<file path="config.mk">
export PLATFORM = sky130hd
export DESIGN_NAME = quaddemux_buf4
export DESIGN_NICKNAME = d
export VERILOG_FILES = /design/src/rtl/quaddemux_buf4_pkg.sv /design/src/rtl/quaddemux_buf4_demux_lane.sv /design/src/rtl/quaddemux_buf4.sv
export SDC_FILE = /design/constraint.sdc
export NUM_CORES = 1
export LEC_CHECK = 0
export ABC_AREA = 1
export ABC_CLOCK_PERIOD_IN_PS = 1900
export CAP_MARGIN = 15
export CELL_PAD_IN_SITES_DETAIL_PLACEMENT = 1
export CELL_PAD_IN_SITES_GLOBAL_PLACEMENT = 1
export CORE_UTILIZATION = 34
export DETAILED_ROUTE_END_ITERATION = 7
export GPL_TIMING_DRIVEN = 0
export PLACE_DENSITY = 0.85
export SLEW_MARGIN = 20
export SYNTH_ARGS = -nofsm -noshare
export SYNTH_HDL_FRONTEND = slang
export SYNTH_SLANG_ARGS = --single-unit
</file>
<file path="constraint.sdc">
create_clock -name clk -period 1.9 [get_ports clk]
set_input_delay 0.38 -clock clk [delete_from_list [all_inputs] [get_ports clk]]
set_output_delay 0.38 -clock clk [all_outputs]
set_load 0.01 [all_outputs]
</file>
<file path="src/rtl/quaddemux_buf4_pkg.sv">
// Shared constants and helpers for the quaddemux_buf4 lane distributor.
package quaddemux_buf4_pkg;

   localparam int unsigned WIDTH_DEF = 4;
   localparam int unsigned NUM_LANES = 4;
   localparam int unsigned SEL_W     = 2;

   typedef logic [SEL_W-1:0]     lane_idx_t;
   typedef logic [NUM_LANES-1:0] lane_vec_t;

   localparam lane_idx_t LANE_A = 2'd0;
   localparam lane_idx_t LANE_B = 2'd1;
   localparam lane_idx_t LANE_C = 2'd2;
   localparam lane_idx_t LANE_D = 2'd3;

   // One-hot lane mask for a lane index.
   function automatic lane_vec_t lane_onehot(input lane_idx_t idx);
      lane_vec_t v;
      v      = '0;
      v[idx] = 1'b1;
      return v;
   endfunction

endpackage

</file>
<file path="src/rtl/quaddemux_buf4_demux_lane.sv">
// One-entry lane buffer: holds a word until its consumer takes it.
module demux_lane
   import quaddemux_buf4_pkg::*;
#(
   parameter int unsigned WIDTH = WIDTH_DEF
) (
   input  logic             clk,
   input  logic             rst,
   input  logic             load_i,
   input  logic             ready_i,
   input  logic [WIDTH-1:0] data_i,
   output logic [WIDTH-1:0] data_o,
   output logic             valid_o
);

   logic [WIDTH-1:0] data_q,  data_d;
   logic             valid_q, valid_d;

   // A load in the same cycle as a drain wins, giving pass-through.
   always_comb begin
      data_d  = data_q;
      valid_d = valid_q;
      if (valid_q && ready_i) begin
         valid_d = 1'b0;
      end
      if (load_i) begin
         data_d  = data_i;
         valid_d = 1'b1;
      end
   end

   always_ff @(posedge clk) begin
      if (rst) begin
         data_q  <= '0;
         valid_q <= 1'b0;
      end else begin
         data_q  <= data_d;
         valid_q <= valid_d;
      end
   end

   assign data_o  = data_q;
   assign valid_o = valid_q;

endmodule

</file>
<file path="src/rtl/quaddemux_buf4.sv">
// Registered 1-to-4 lane distributor with explicit or round-robin steering.
module quaddemux_buf4
   import quaddemux_buf4_pkg::*;
#(
   parameter int unsigned WIDTH = WIDTH_DEF
) (
   input  logic                 clk,
   input  logic                 rst,
   input  logic [WIDTH-1:0]     in_data,
   input  logic [SEL_W-1:0]     in_sel,
   input  logic                 in_valid,
   output logic                 in_ready,
   input  logic                 rr_mode,
   output logic [SEL_W-1:0]     rr_ptr,
   output logic [WIDTH-1:0]     out_data_a,
   output logic [WIDTH-1:0]     out_data_b,
   output logic [WIDTH-1:0]     out_data_c,
   output logic [WIDTH-1:0]     out_data_d,
   output logic [NUM_LANES-1:0] out_valid,
   input  logic [NUM_LANES-1:0] out_ready
);

   lane_idx_t        tgt_c;
   lane_idx_t        rr_ptr_q, rr_ptr_d;
   lane_vec_t        load_c;
   lane_vec_t        valid_c;
   logic             ready_c;
   logic             accept_c;
   logic [WIDTH-1:0] lane_data [NUM_LANES];

   // Target select, ready (combinational through out_ready), load decode.
   always_comb begin
      tgt_c    = rr_mode ? rr_ptr_q : in_sel;
      ready_c  = ~valid_c[tgt_c] | out_ready[tgt_c];
      accept_c = in_valid & ready_c;
      load_c   = accept_c ? lane_onehot(tgt_c) : '0;
      rr_ptr_d = rr_ptr_q;
      if (accept_c && rr_mode) begin
         rr_ptr_d = lane_idx_t'(rr_ptr_q + 2'd1);
      end
   end

   always_ff @(posedge clk) begin
      if (rst) begin
         rr_ptr_q <= LANE_A;
      end else begin
         rr_ptr_q <= rr_ptr_d;
      end
   end

   for (genvar g = 0; g < NUM_LANES; g++) begin : g_lane
      demux_lane #(.WIDTH(WIDTH)) u_lane (
         .clk     (clk),
         .rst     (rst),
         .load_i  (load_c[g]),
         .ready_i (out_ready[g]),
         .data_i  (in_data),
         .data_o  (lane_data[g]),
         .valid_o (valid_c[g])
      );
   end

   assign in_ready   = ready_c;
   assign rr_ptr     = rr_ptr_q;
   assign out_valid  = valid_c;
   assign out_data_a = lane_data[LANE_A];
   assign out_data_b = lane_data[LANE_B];
   assign out_data_c = lane_data[LANE_C];
   assign out_data_d = lane_data[LANE_D];

endmodule

</file>
==> results of run 1 <==
[path summary, 6_finish.rpt]
kind,to,depth (start not counted)
hold / removal,rr_ptr[0],3
setup / recovery,in_ready,8
setup reg to reg,g_lane[2].u_lane.data_o[1],13
hold reg to reg,g_lane[3].u_lane.valid_o,2
[sequential cells by signal (all words and copies together) (netlist names)]
signal and flops:
g_lane.u_lane.data_o 16, rr_ptr 2, g_lane.u_lane.valid_o 4
[through the flow]
step,std cells,worst slack (ns),total power [uW],TNS [ns],area (um^2)
after floorplan,196,0.432,699,0,1250
after global placement,278,-0.741,826,-3.58,1670
after detailed placement,278,-0.770,834,-4.18,1670
after CTS,286,0.0108,1190,0,1770
after global routing,286,0.0234,1250,0,1770
final,286,0.151,1170,0,1770
[kinds of logic (layout without fill, tap and decap cells)]
logic type	Yosys count	in the layout	synth area share [%]
AOI/OAI and AO/OA	5	5	2.30
DFF	22	22	35.1
and+or+nand+nor	112	112	42.9
buffers and inverters	57	101	19.7
[critical path, stage by stage, from the launching register on]
cell and delay [ns]:
dfxtp_1 0.39, inv_1 0.09, nand2_1 0.12, nand2_4 0.08
nand3_2 0.07, nand2_2 0.07, nor2_4 0.10, nand2_4 0.07
buf_6 0.12
[layout make-up]
| cell class | count | area, um^2 | area share (%) |
|---|---|---|---|
| Buffer | 8 | 55.1 | 3.11 |
| Clock buffer | 4 | 55.1 | 3.11 |
| Tap cell | 46 | 57.6 | 3.25 |
| Multi-Input combinational cell | 117 | 589 | 33.2 |
| Sequential cell | 22 | 440 | 24.8 |
| Inverter | 48 | 180 | 10.2 |
| Timing Repair Buffer | 41 | 395 | 22.3 |
[power by group through the flow]
| stage | clock [uW] | sequential, uW | combinational [uW] |
|---|---|---|---|
| floorplan | 0 | 535 | 165 |
| global placement | 0 | 522 | 305 |
| detailed placement | 0 | 523 | 311 |
| CTS | 348 | 512 | 327 |
| global route | 371 | 516 | 359 |
| finish | 337 | 511 | 325 |
[metal layers]
metal / vias up / global-route usage, %
met5: - / 0
met4: 0 / 6.40
met3: 8 / 3.65
met2: 25 / 32.9
met1: 599 / 21.0
li1: 671 / -
[synth_stat cells]
library cell and instances:
nor2_2 1, nand4_1 17, clkinv_1 1, a21oi_2 1, nor2_1 20, nand3_4 1, a21oi_1 4, clkbuf_1 1
inv_1 45, inv_2 2, buf_2 2, nand3_2 4, nand2_4 1, nand3_1 5, nand2_1 57, nand2_2 5
buf_6 2, nor2_4 1, dfxtp_1 22, buf_4 4
[repair_timing]
action | 4_1_cts | 5_1_grt
setup buffers | 5 | 0
resized for setup | 13 | 3
pin swaps | 5 | 3
endpoints found under the setup margin | 1 | 18
hold endpoints to repair | 0 | 0
==> results.yml, run 1 <==
outcome:
  status: "finished, final reports clean"
detailed_routing:
  wl_met2_mm: 1.57
  drt-total-wl_mm: 3.24
  wl_per_cell_um: 11.3
  drc: 0
  viasPerCell: 4.56
  antenna_left: 0
  highest_layer: "met4"
  drt_pre_antenna_iters: 4
  vias: 1303
  wl_met1_mm: 1.50
  drtIter0Drc: 26
  wl_met3_um: 106
finish:
  utilization_pct: 51.5
  nFillCells: 463
  final_common_cell: "nand2_1"
  final_cell_mix: "54 x nand2_1, 45 x inv_1, 32 x clkdlybuf4s50_1"
  fin_nets: 255
  areaGrowthSynthToFinish_pct: 41.4
  antenna_cells: 0
  drive_above_1_share_pct: 16.3
clocking:
  cts_max_level: 1
  holdBufCountCts: 0
  clock_path_buffers: 2
  clockRootBuffer: "clkbuf_8"
  clk_pin_slew_ns: 0.08
  numCtsBuffers: 3
  cts_tree: "yes"
  clock_sinks: 22
  clk-insertion-delay-late_ns: 0.26
synth:
  syn_nets: 210
  ys_types: 20
  synthCells: 196
  synth_warnings: 0
  avgSynthCellArea_um2: 6.40
  synth_area_leaders: "dfxtp_1 35%, nand2_1 17%, inv_1 13%"
  synth.largest_area_cell: "dfxtp_1"
  ys_seq_area_share_pct: 35.1
  yosysTopAreaCellShare_pct: 35.1
  ys_ff_latch: 22
  synthesis.area_mm2: 0.00125
critical_path:
  r2r-start: "rr_ptr[1]"
  worstSetupEndpointType: "output pin"
  r2r_slack_ns: 0.18
  worstSetupStartpoint: "rr_ptr[1]"
  cp.required_ns: 1.52
  critical_path_class: "reg2out"
  startpoint_type: "flip-flop"
  crit_fanout: 4
  cp.arrival_ns: 1.37
placed_design:
  hpwl_mm: 2.38
  io_buffers: 36
  gp_congestion: 0.770
power:
  p_sw_uw: 342
  internal_power_uw: 831
  clkPwrFrac_pct: 28.7
  power_frac_comb_pct: 27.7
  ir_worst_vdd_uv: 528
  power_frac_seq_pct: 43.6
  power.leakage_uw: 0.000883
  swShare_pct: 29.2
  p_per_area_mw_per_mm2: 661
timing:
  worst_pin_slew_ns: 0.413
  slew_viol_final: 0
  max_freq_mhz: 572
  min_period_ns: 1.75
  maxSlewHeadroom_pct: 72.3
  setup_viol: 0
  hold_slack_ns: 0.458
  rsz0062_at_grt: "false"
  hold_viol: 0
  min_period_over_period_pct: 92.1
  finClkSkew_ns: 0.00377
die:
  dieArea_mm2: 0.00393
  rows: 21
  start_util_pct: 36.4
  die_w_um: 62.7
  ios: 37
  fp.coreArea_mm2: 0.00344
  fp.dieH_um: 62.7
grt:
  antenna_found_initial: 0
  grt_pass1_wl_mm: 5.69
  grt_pass1_vias: 1319
  grt_usage_pct: 18.2
  gr-total-overflow: 0
  grt_max_degree: 13
min_path:
  min-delay-start: "rr_mode"
  hold_class: "in2reg"
flow_run:
  cap_violations: 0
No activity file was read; power rests on OpenSTA's default activity.
==> run 2: changes to the inputs <==
- PLACE_DENSITY: 0.85 -> default
- PLACE_DENSITY_LB_ADDON: default -> 0.1
- SLEW_MARGIN: 20 -> default
==> run 2 against run 1 <==
Compared with the run above:
- clock skew about the same
- global-route usage grew 0.65 points
- non-clock buffer count shrank 1
- critical endpoint unchanged
==> results.yml, run 2 (same netlist as run 1, synthesis figures left out) <==
placed_design:
  hpwl_mm: 2.73
  gp_congestion: 0.760
  io_buffers: 36
power:
  p_total_uw: 1180
  power.leakage_uw: 0.000867
  p_per_area_mw_per_mm2: 669
  ir_worst_vdd_uv: 553
detailed_routing:
  drt_pre_antenna_iters: 4
  viasPerCell: 4.57
  drtIter0Drc: 26
  vias: 1303
  drt-total-wl_mm: 3.50
  drc: 0
  antenna_left: 0
  wl_per_cell_um: 12.3
clocking:
  numCtsBuffers: 3
  clock_path_buffers: 2
  clk-insertion-delay-late_ns: 0.26
  holdBufCountCts: 0
  clockRootBuffer: "clkbuf_8"
  clock_sinks: 22
  clk_pin_slew_ns: 0.08
  cts_max_level: 1
  cts_tree: "yes"
grt:
  grt_usage_pct: 18.8
  grt_pass1_vias: 1385
  grt_max_degree: 13
  gr-total-overflow: 0
  grt_pass1_wl_mm: 6.04
  antenna_found_initial: 0
critical_path:
  cp.arrival_ns: 1.45
  worst-path-buf-inv: 3
  crit_top_cell: "nand2_1"
  startpoint_type: "input pin"
  r2r-start: "rr_ptr[1]"
  worstSetupEndpointType: "output pin"
  slowest_stage: "clkdlybuf4s15_1"
  r2r_slack_ns: 0.14
  cp_slowest_stage_delay_ns: 0.26
  critical_path_class: "in2out"
  cp.required_ns: 1.52
  critical-path-top-delay-family: "simple AND/OR/NAND/NOR gates"
  crit_fanout: 6
  crit_chain: "clkdlybuf4s15_1 > inv_2 > nand2_1 > nand2_2 > nand2_1 > nand2_1 > nand2_1 > nand2_2 > nand2_4 > buf_6"
  worstSetupStartpoint: "rr_mode"
die:
  fp.dieH_um: 62.7
  start_util_pct: 36.4
  dieArea_mm2: 0.00393
  fp.coreArea_mm2: 0.00344
  die_w_um: 62.7
  ios: 37
  rows: 21
timing:
  min_period_over_period_pct: 96.3
  rsz0062_at_grt: "false"
  maxSlewHeadroom_pct: 71.0
  min_period_ns: 1.83
  finClkSkew_ns: 0.00425
  setup_viol: 0
  slew_viol_final: 0
  worst_pin_slew_ns: 0.435
  hold_slack_ns: 0.495
  max_freq_mhz: 547
  hold_viol: 0
outcome:
  status: "finished, final reports clean"
min_path:
  min-delay-start: "g_lane[3].u_lane.valid_o"
  hold_class: "reg2reg"
finish:
  drive_above_1_share_pct: 15.1
  largest_reg_flops: 16
  areaGrowthSynthToFinish_pct: 40.3
  antenna_cells: 0
  final_cell_mix: "55 x nand2_1, 45 x inv_1, 32 x clkdlybuf4s50_1"
  final_common_cell: "nand2_1"
  fin_nets: 254
flow_run:
  cap_violations: 0
==> run 2: metal layers <==
metal / part of all wire, % / GRT usage, % / wire, um
met3: 2.4 / 3.28 / 84
met2: 52 / 36.1 / 1810
met1: 45 / 21.7 / 1590
met4: 0.40 / 3.20 / 14
met5: 0 / 0 / 0
==> run 2: power by group <==
part / switching [uW] / leakage, uW / internal, uW
registers: 19.1 / 0.000180 / 494
logic: 175 / 0.000658 / 150
clock network: 154 / 0.0000288 / 185
total: 348 / 0.000867 / 829
==> run 2: per-stage QoR <==
| stage | std cells | utilization, % | area [um^2] | setup slack, ns | TNS [ns] |
|---|---|---|---|---|---|
| detailed placement | 278 | 48.6 | 1670 | -0.806 | -4.79 |
| global placement | 278 | 48.6 | 1670 | -0.723 | -3.07 |
| floorplan | 196 | - | 1250 | 0.432 | 0 |
| CTS | 285 | 51.1 | 1760 | 0.0620 | 0 |
| finish | 285 | 51.1 | 1760 | 0.0704 | 0 |
| global route | 285 | 51.1 | 1760 | 0.00215 | 0 |
==> run 2: final cells by class <==
cell class              count  area (um^2)
clock buffers               4         55.1
multi-input cells         117          582
well taps                  46         57.6
inverters                  48          180
flip-flops and latches     22          440
fillers                   466         1680
repair buffers             40          389
plain buffers               8         55.1
==> run 2: path summary, 6_finish.rpt <==
path / end / cells after the start
worst max-delay path: in_ready / 10
worst min-delay path: g_lane[3].u_lane.valid_o / 2
worst max register to register: g_lane[3].u_lane.data_o[2] / 13
worst min register to register: g_lane[3].u_lane.valid_o / 2
==> run 2: worst reg2reg max path: cells and delay by family, from the launching register on <==
family | cells | cell delay [ns]
simple gates | 9 | 0.80
flops | 1 | 0.39
buf+inv | 4 | 0.52
==> run 2: timing repair <==
action                                  in CTS  in global routing
setup buffers                                4                  0
endpoints found under the setup margin       1                  9
pin swaps                                    4                  0
resized for setup                           12                  1
==> run 3: changes to the inputs <==
- REMOVE_ABC_BUFFERS: default -> 1
==> run 3 against run 2 <==
Compared with the run above:
- worst setup slack got worse by 0.0075 ns
- utilization decreased by 0.91 points
- clock skew decreased by 0.0022 ns
- count of clock-buffer cells in the layout unchanged
- global-route usage increased by 0.58 points
- cell count decreased by 2.5%
- design area decreased by 1.8%
- routed wire length decreased by 1.8%
- largest power group unchanged
==> results.yml, run 3 (same netlist as run 1, synthesis figures left out) <==
detailed_routing:
  drt_pre_antenna_iters: 4
  drc: 0
  drtIter0Drc: 37
  viasPerCell: 4.62
  wl_per_cell_um: 12.4
  antenna_left: 0
  drt-total-wl_mm: 3.44
  vias: 1284
critical_path:
  cp.depth: 10
  cp.arrival_ns: 1.46
  crit_chain: "clkdlybuf4s15_2 > inv_2 > nand2_1 > nand2_2 > nand2_1 > nand2_1 > nand2_1 > nand2_4 > nand2_8 > buf_2"
  critical_path_class: "in2out"
  cp_slowest_stage_delay_ns: 0.24
  startpoint_type: "input pin"
  critical-path-top-delay-family: "simple AND/OR/NAND/NOR gates"
  ff2ff_path_depth: 13
  crit_fanout: 6
  slowest_stage: "clkdlybuf4s15_2"
  worst-path-buf-inv: 3
  cp.required_ns: 1.52
  crit_top_cell: "nand2_1"
  worstSetupEndpointType: "output pin"
clocking:
  numCtsBuffers: 3
  cts_max_level: 1
  clk_pin_slew_ns: 0.08
  clockRootBuffer: "clkbuf_8"
  holdBufCountCts: 0
  clk-insertion-delay-late_ns: 0.26
  clock_sinks: 22
  clock_path_buffers: 2
  cts_tree: "yes"
grt:
  gr-total-overflow: 0
  antenna_found_initial: 0
  grt.met3_usage_pct: 2.55
  grt_pass1_wl_mm: 6.04
  grt_pass1_vias: 1377
  grt_usage_pct: 19.4
  grt-busiest-layer: "met2"
  gr-usage-met1_pct: 23.1
  grt_max_degree: 24
  gr-usage-met2_pct: 35.2
placed_design:
  gp_congestion: 0.805
  hpwl_mm: 2.55
  placed_area_mm2: 0.00161
  io_buffers: 36
  place_inst: 269
power:
  power.leakage_uw: 0.000842
  p_per_area_mw_per_mm2: 679
  ir_worst_vdd_uv: 250
min_path:
  hold_depth: 2
  hold_class: "reg2reg"
timing:
  finClkSkew_ns: 0.00203
  maxSlewHeadroom_pct: 39.6
  slew_viol_final: 0
  setup_viol: 0
  worst_pin_slew_ns: 0.904
  hold_viol: 0
  max_freq_mhz: 544
  rsz0062_at_grt: "true"
  min_period_ns: 1.84
  min_period_over_period_pct: 96.7
finish:
  antenna_cells: 0
  areaGrowthSynthToFinish_pct: 37.8
  final_cell_mix: "55 x nand2_1, 45 x inv_1, 31 x clkdlybuf4s50_1"
  largest_reg_flops: 16
  final_common_cell: "nand2_1"
  final_cells: 278
  drive_above_1_share_pct: 13.8
  final_area_mm2: 0.00173
  fin_nets: 247
die:
  fp.coreArea_mm2: 0.00344
  ios: 37
  fp.dieH_um: 62.7
  rows: 21
  start_util_pct: 36.4
  die_w_um: 62.7
  dieArea_mm2: 0.00393
outcome:
  status: "finished, final reports clean"
flow_run:
  cap_violations: 0
run 3: cell count changes in the layout (fill, tap and decap cells not counted), sizes merged:
cell,previous run,this run
buf,12,5
clkdlybuf4s50,32,31
dlymetal6s2s,0,1
nand2,63,64
clkbuf,5,4
run 3: routing by layer:
layer	vias to the layer above	share of wire [%]
met4	0	1.0
met3	5	2.7
met2	27	51
li1	656	-
met1	596	45
met5	-	0
run 3: tightest hold or removal path: stages, from the launching register on:
cell	delay, ns
dfxtp_1	0.33
nand2_1	0.07
a21oi_1	0.05
run 3: worst paths after layout:
path                            start                    endpoint  slack [ns]
min          g_lane[2].u_lane.valid_o    g_lane[2].u_lane.valid_o        0.49
max reg2reg                 rr_ptr[0]  g_lane[1].u_lane.data_o[1]        0.22
max                           rr_mode                    in_ready        0.06
min reg2reg  g_lane[2].u_lane.valid_o    g_lane[2].u_lane.valid_o        0.49
run 3: layout make-up:
class / instances / area (um^2)
fillers: 452 / 1710
multi-input cells: 118 / 607
flip-flops and latches: 22 / 442
repair buffers: 40 / 387
inverters: 48 / 180
well taps: 46 / 57.6
clock buffers: 4 / 55.1
run 3: power by group:
group	total, uW	switching, uW	internal (uW)
registers	512	18.2	494
clock network	339	154	185
logic	322	178	144
run 3: through the flow:
step | hold WS [ns] | setup TNS (ns) | power (uW) | utilization (%) | setup slack, ns
2_1_floorplan | 0.449 | 0 | 680 | - | 0.501
3_3_place_gp | 0.474 | -6.12 | 810 | 46.6 | -0.753
3_5_place_dp | 0.479 | -8.49 | 825 | 46.6 | -0.837
4_1_cts | 0.492 | 0 | 1190 | 49.9 | 0.0576
5_1_grt | 0.525 | -0.00537 | 1260 | 50.2 | -0.00537
6_report | 0.493 | 0 | 1170 | 50.2 | 0.0629
run 3: repair_timing:
action / CTS / global route
buffers inserted: 4 / 0
pin swaps: 4 / 0
cloned: 1 / 0
endpoints found under the setup margin: 22 / 5
resized for setup: 14 / 3
